==> config.mk <==
export PLATFORM = sky130hd
export DESIGN_NAME = alu_issue_stage
export DESIGN_NICKNAME = d
export VERILOG_FILES = /design/src/rtl/alu_issue_stage.sv
export SDC_FILE = /design/constraint.sdc
export NUM_CORES = 1
export LEC_CHECK = 0
export CORE_MARGIN = 2
export CORE_UTILIZATION = 43
export CTS_BUF_LIST = sky130_fd_sc_hd__clkbuf_8
export CTS_CLUSTER_DIAMETER = 150
export DETAILED_ROUTE_END_ITERATION = 10
export PLACE_DENSITY = 0.82
export SLEW_MARGIN = 5
export SYNTH_ARGS = -nofsm -noshare
export SYNTH_HDL_FRONTEND = slang
export SYNTH_SLANG_ARGS = --single-unit
==> constraint.sdc <==
create_clock -name clk -period 2.7 [get_ports clk]
set_clock_uncertainty 0.15 [all_clocks]
set_input_delay 0.405 -clock clk [delete_from_list [all_inputs] [get_ports clk]]
set_output_delay 0.405 -clock clk [all_outputs]
set_load 0.01 [all_outputs]
==> src/rtl/alu_issue_stage.sv <==
// EX-stage issue register for a 5-stage MIPS-style pipeline. It handles load-use stall
// detection, flush/stall bubble insertion, and EX/MEM and MEM/WB operand forwarding.
module alu_issue_stage #(
  parameter int CNT_W = 16
) (
  input  logic             clk,
  input  logic             reset,
  input  logic             id_valid,
  input  logic             id_RegWrite,
  input  logic             id_MemRead,
  input  logic             id_ALUSrc1,
  input  logic             id_ALUSrc2,
  input  logic             id_Sign,
  input  logic [5:0]       id_ALUFun,
  input  logic [4:0]       id_rs,
  input  logic [4:0]       id_rt,
  input  logic [4:0]       id_rd,
  input  logic [4:0]       id_shamt,
  input  logic [31:0]      id_rs_data,
  input  logic [31:0]      id_rt_data,
  input  logic [31:0]      id_imm32,
  input  logic             flush,
  input  logic             mem_RegWrite,
  input  logic [4:0]       mem_rd,
  input  logic [31:0]      mem_result,
  input  logic             wb_RegWrite,
  input  logic [4:0]       wb_rd,
  input  logic [31:0]      wb_result,
  output logic             stall,
  output logic [31:0]      A,
  output logic [31:0]      B,
  output logic [5:0]       ALUFun,
  output logic             Sign,
  output logic [31:0]      ex_store_data,
  output logic [4:0]       ex_rd,
  output logic             ex_valid,
  output logic             ex_RegWrite,
  output logic             ex_MemRead,
  output logic [CNT_W-1:0] stall_cnt
);

  typedef struct packed {
    logic        valid;
    logic        reg_write;
    logic        mem_read;
    logic        src1;
    logic        src2;
    logic        sign;
    logic [5:0]  fun;
    logic [4:0]  rs;
    logic [4:0]  rt;
    logic [4:0]  rd;
    logic [4:0]  shamt;
    logic [31:0] rs_data;
    logic [31:0] rt_data;
    logic [31:0] imm32;
  } ex_reg_t;

  ex_reg_t     ex_q;
  ex_reg_t     id_pkt;
  logic [31:0] rs_fwd;
  logic [31:0] rt_fwd;

  assign id_pkt = '{valid:     id_valid,
                    reg_write: id_RegWrite,
                    mem_read:  id_MemRead,
                    src1:      id_ALUSrc1,
                    src2:      id_ALUSrc2,
                    sign:      id_Sign,
                    fun:       id_ALUFun,
                    rs:        id_rs,
                    rt:        id_rt,
                    rd:        id_rd,
                    shamt:     id_shamt,
                    rs_data:   id_rs_data,
                    rt_data:   id_rt_data,
                    imm32:     id_imm32};

  // A load in EX whose destination feeds the instruction in ID cannot forward in time.
  assign stall = ex_q.valid && ex_q.mem_read && (ex_q.rd != 5'd0) && id_valid &&
                 ((ex_q.rd == id_rs) || (ex_q.rd == id_rt));

  // NOTE: sequential state uses non-blocking assignments so every register samples pre-edge values.
  always_ff @(posedge clk or negedge reset) begin
    if (!reset) begin
      ex_q      <= '0;
      stall_cnt <= '0;
    end else begin
      if (flush || stall) ex_q <= '0;
      else                ex_q <= id_pkt;
      if (stall && !flush && (stall_cnt != {CNT_W{1'b1}}))
        stall_cnt <= stall_cnt + 1'b1;
    end
  end

  // NOTE: each always_comb output gets a default first so that no path can infer a latch.
  always_comb begin
    rs_fwd = ex_q.rs_data;
    if (mem_RegWrite && (mem_rd != 5'd0) && (mem_rd == ex_q.rs))
      rs_fwd = mem_result;
    else if (wb_RegWrite && (wb_rd != 5'd0) && (wb_rd == ex_q.rs))
      rs_fwd = wb_result;
  end

  always_comb begin
    rt_fwd = ex_q.rt_data;
    if (mem_RegWrite && (mem_rd != 5'd0) && (mem_rd == ex_q.rt))
      rt_fwd = mem_result;
    else if (wb_RegWrite && (wb_rd != 5'd0) && (wb_rd == ex_q.rt))
      rt_fwd = wb_result;
  end

  assign A             = ex_q.src1 ? {27'd0, ex_q.shamt} : rs_fwd;
  assign B             = ex_q.src2 ? ex_q.imm32 : rt_fwd;
  assign ex_store_data = rt_fwd;
  assign ALUFun        = ex_q.fun;
  assign Sign          = ex_q.sign;
  assign ex_rd         = ex_q.rd;
  assign ex_valid      = ex_q.valid;
  assign ex_RegWrite   = ex_q.reg_write;
  assign ex_MemRead    = ex_q.mem_read;

endmodule

# [After elaboration in Yosys (flattened, before gate mapping)]
# Cells that the tools add are included.
[word_totals] ff_bits=144 in_bits=207 out_inout_bits=128 elab_cells=48
[classes] n_addsub=1 eq_ne=7 n_mux=7 n_reduce_logical=18
[op_table] cell="2-to-1 mux 32 bit" count=6
[op_table] cell="2-to-1 mux 128 bit" count=1
[op_table] cell="equality test 5 bit" count=6
[op_table] cell="adder 16 x 1 -> 16 bit (second input constant)" count=1
[op_table] cell="!= test 16 bit (second input constant)" count=1
[op_table] cell="nonzero test 5 bit" count=3
[op_table] cell="logical AND 1 bit" count=12
[op_table] cell="logical OR 1 bit" count=2
[op_table] cell="logical NOT 1 bit" count=1

# [Longest topological paths before layout]
# Gate-level depths: netlist (run 1).
[logic_depth] word_depth=6 depth_mapped=7

# [Least setup slack after synthesis (run 1)]
# No wires, ideal clock.
[synth_path] kind="input port to output port" from="input port mem_rd[1]" to="output port A[10]" arrival_time_ns=1.847 slack_ns=0.298 path_stages=7 cell_sequence="or4_4 > nor2_1 > or4_1 > buf_2 > buf_2 > nor2_1 > a211oi_1"
[synth_between] elab_chain_cells=5 word_cells_on_any_way=6 cone_classes="eq/ne (1); mux (2); reduce/logical (3)"
[synth_lines] item="start: declaration" line="24" rtl="input logic [4:0] mem_rd,"
[synth_lines] item="nonzero test 5 bit" line="99" rtl="if (mem_RegWrite && (mem_rd != 5'd0) && (mem_rd == ex_q.rs))"
[synth_lines] item="logical AND 1 bit" line="99"
[synth_lines] item="logical AND 1 bit (*)" line="99"
[synth_lines] item="2-to-1 mux 32 bit (*)" line="99"
[synth_lines] item="2-to-1 mux 32 bit (*)" line="113" rtl="assign A = ex_q.src1 ? {27'd0, ex_q.shamt} : rs_fwd;"
[synth_lines] item="end: declaration" line="30" rtl="output logic [31:0] A,"
# Every way passes the cells marked *; elsewhere a longest branch is shown, timed or not.

# [Worst setup path after layout (run 1)]
[layout_path] from="input port mem_rd[0]" to="output port A[29]"
# The elaborated chain is that of the path after synthesis.

==> results.py, run 1 <==
metrics = {
    "global_routing": {
        "grt-ovfl-total": 0,
        "grt_antenna_before_repair": 4,
        "grt_pass1_vias": 7923,
        "grt_pass1_wl_um": 45500,
        "grt_start_max_net_pins": 66,
        "grt_usage_pct": 33.2,
    },
    "status": {
        "violations": "setup timing",
        "status": "finished, violations left",
    },
    "floorplan": {
        "io_pins": 335,
        "fp-row-count": 48,
        "core_um2": 17100,
        "die_x_um": 136,
        "die_h_um": 136,
        "start_util_pct": 43.6,
        "dieArea_um2": 18400,
    },
    "power": {
        "peakVddDrop_mv": 0.341,
        "sw_frac_of_total_pct": 28.0,
        "total_power_w": 0.00543,
        "seq_power_share_pct": 42.6,
        "clkPwrFrac_pct": 33.3,
        "p_leak_nw": 5.83,
        "intPower_w": 0.00391,
        "power_density_nw_per_um2": 416,
        "combPwrFrac_pct": 24.0,
        "p_sw_w": 0.00152,
    },
    "clocking": {
        "htreeDepth": 4,
        "cts_buffer_depth": 2,
        "insertion_delay_ns": 0.45,
        "clkTransAtPathRegs_ns": 0.08,
        "clock-sinks": 144,
        "cts_tree": "done",
        "numCtsBuffers": 17,
        "cts_root_buf": "clkbuf_8",
    },
    "setup_path": {
        "rr_worst_depth": 9,
        "rrSetupSlack_ns": 0.36,
        "cp.arrival_ns": 2.64,
        "cp_max_fo": 8,
        "critPathLaunchType": "input port",
        "crit_start": "mem_rd[0]",
        "worst_ep_required_time_ns": 2.14,
        "end_kind": "primary output",
        "crit_end": "A[29]",
        "path_class": "in2out",
        "timing.rr.start": "ex_rd[1]",
        "r2r-end": "ex_q[69]",
    },
    "synth": {
        "synth_compound_area_share_pct": 12.2,
        "dominantRegCellSynth": "dfrtp_1",
        "avgSynthCellArea_um2": 9.94,
        "synth-seq-cells": 144,
        "synth_warnings": 0,
        "ys_types": 41,
        "yosysSeqAreaShare_pct": 48.3,
        "yosys.area_share.simple_pct": 25.0,
        "synth_edf_count": 0,
        "synth_area_leaders": "dfrtp_1 (48%), and2_1 (11%), nor2_1 (5.2%), xnor2_1 (4.2%), a221oi_1 (3.9%)",
        "synthAdderAreaFrac_pct": 0.168,
        "yosys-top-cells-count": "dfrtp_1 (144), and2_1 (135), nor2_1 (104)",
        "synth.most_common_cell": "dfrtp_1",
        "syn_area_um2": 7460,
        "async_flop_share_pct": 100,
        "synth_top_area_share_pct": 48.3,
        "synth_mux_area_share_pct": 3.77,
        "synth_xor_xnor_area_share_pct": 5.28,
        "synth_top_family_by_area": "simple AND/OR/NAND/NOR gates",
        "syn-num-nets": 959,
        "postSynthCellCount": 751,
        "synth_top_cell_by_area": "dfrtp_1",
    },
    "place": {
        "dp_hpwl_um": 18900,
        "gp_congestion": 0.901,
        "place_inst": 1298,
        "portBuffers": 334,
    },
    "run": {
        "max_cap_viol_count": 0,
    },
    "sta": {
        "hold_violations": 0,
        "rsz0062_at_grt": "true",
        "tightest_slew_ns": 0.663,
        "period_share_pct": 118,
        "setup_viol": 96,
        "setup-tns-final_ns": -34.52,
        "fmax_mhz": 313,
        "fin_ws_ns": -0.499,
        "slew_headroom_pct": 55.8,
        "drv_slew": 0,
        "timing.final.crit_period_ns": 3.20,
    },
    "finish": {
        "fin_util_pct": 76.3,
        "nets": 1357,
        "fin_cells": 1389,
        "final.fill_count": 1116,
        "layout-drive-gt1-share_pct": 30.0,
        "syn_to_final_growth_pct": 75.0,
    },
    "route": {
        "via_per_inst": 5.46,
        "drtAntennaViolNets": 0,
        "drtPass1Iterations": 4,
        "wl_per_cell_um": 22.4,
        "routed_wl_um": 31100,
        "drt_iter0_markers": 432,
        "drc": 0,
        "num_vias": 7585,
    },
    "worst_hold_path": {
        "hp-class": "in2async",
    },
}
## placed cells by master, fill, tap and decap left out, types with 4 or more instances in the layout
cell and instances:
clkdlybuf4s50_1 231, dfrtp_1 142, and2_1 134, nor2_1 73, buf_2 67, buf_4 55, nand2_1 50, xnor2_1 33
and3_1 30, mux2i_1 26, buf_6 26, a221oi_4 24, o31ai_1 24, nor2_4 18, clkbuf_8 18, a211oi_2 17
buf_12 17, nor2_2 14, a221oi_2 13, o31ai_2 13, dlygate4sd2_1 11, clkdlybuf4s15_1 11, clkbuf_2 10, nand3_1 8
xor2_1 7, nand4_1 6, a211oi_4 6, buf_16 6, inv_1 4, a211oi_1 4
## cells by family (layout without fill, tap and decap cells)
logic type	after synthesis	count (layout)
AO/OA/AOI/OAI	109	109
XOR/XNOR	45	45
adder cells (fa/ha/maj)	1	1
buffers and inverters	68	478
flip-flops	144	144
multiplexers	28	28
other	0	2
AND/OR/NAND/NOR	356	357
## worst max-delay path, stage by stage
cell	delay [ns]
clkdlybuf4s50_1	0.63
buf_4	0.19
nor2_2	0.05
or4_4	0.66
buf_6	0.20
buf_16	0.15
nor2_4	0.11
a211oi_4	0.05
buf_2	0.17
## power by group through the flow
stage / Combinational, W / Sequential, W / Clock (W)
floorplan: 0.000425 / 0.00233 / 0
global placement: 0.00115 / 0.00234 / 0
detailed placement: 0.00116 / 0.00234 / 0
CTS: 0.00124 / 0.00231 / 0.00183
global route: 0.00138 / 0.00233 / 0.00193
finish: 0.00131 / 0.00232 / 0.00181
## worst min-delay path by stage
stage / startpoint / slack (ns) / depth (start not counted) / end
detailed placement: reset / 0.25 / 1 / stall_cnt[4]
finish: reset / 0.33 / 2 / stall_cnt[3]
CTS: id_imm32[9] / 0.32 / 2 / ex_q[9]
global placement: reset / 0.25 / 1 / stall_cnt[4]
global route: id_shamt[2] / 0.33 / 2 / ex_q[98]
floorplan: reset / -0.04 / 0 / ALUFun[0]
## stage by stage
step           instance area [um^2]  worst slack [ns]  hold WS [ns]
5_1_grt                       13100            -0.569         0.326
3_3_place_gp                  11300             -1.06         0.248
3_5_place_dp                  11300             -1.10         0.252
6_report                      13100            -0.499         0.333
2_1_floorplan                  7460             0.298       -0.0406
4_1_cts                       12700            -0.443         0.320
## timing repair
action	4_1_cts	5_1_grt
cloned	12	3
setup buffers	30	16
pin swaps	41	30
hold endpoints to repair	52	0
resized for setup	467	102
setup endpoints to repair	97	97
hold buffers	1	0
## state kept, by name, indices dropped and copies added, names as in the netlist
register	cells
ALUFun	6
ex_q	113
ex_MemRead	1
stall_cnt	16
ex_rd	5
ex_valid	1
ex_RegWrite	1
Sign	1
## cell type report
cell class | instances | area [um^2] | area share, %
inverters | 2 | 7.51 | 0.0575
clock buffers | 18 | 248 | 1.90
flip-flops and latches | 144 | 3610 | 27.6
repair buffers | 444 | 4280 | 32.8
multi-input cells | 540 | 4470 | 34.2
diodes | 2 | 5.00 | 0.0383
clock inverters | 14 | 166 | 1.27
well taps | 225 | 282 | 2.16
## routing by layer
layer / routed length [um] / vias to the layer above / track usage [%]
met5: 30 / - / 0
met2: 15300 / 385 / 55.3
met4: 1490 / 4 / 16.8
met1: 11900 / 3689 / 40.3
li1: - / 3391 / -
met3: 2400 / 116 / 7.71
Note: power is estimated with default switching activity, not from simulation.
==> run 2: changes to the inputs <==
--- a/config.mk
+++ b/config.mk
@@ -11,7 +11,6 @@
 export CTS_CLUSTER_DIAMETER = 150
 export DETAILED_ROUTE_END_ITERATION = 10
 export PLACE_DENSITY = 0.82
-export SLEW_MARGIN = 5
 export SYNTH_ARGS = -nofsm -noshare
 export SYNTH_HDL_FRONTEND = slang
 export SYNTH_SLANG_ARGS = --single-unit
==> results of run 2 <==
Same layout as run 1: the final DEF is identical, and so are final timing and power.
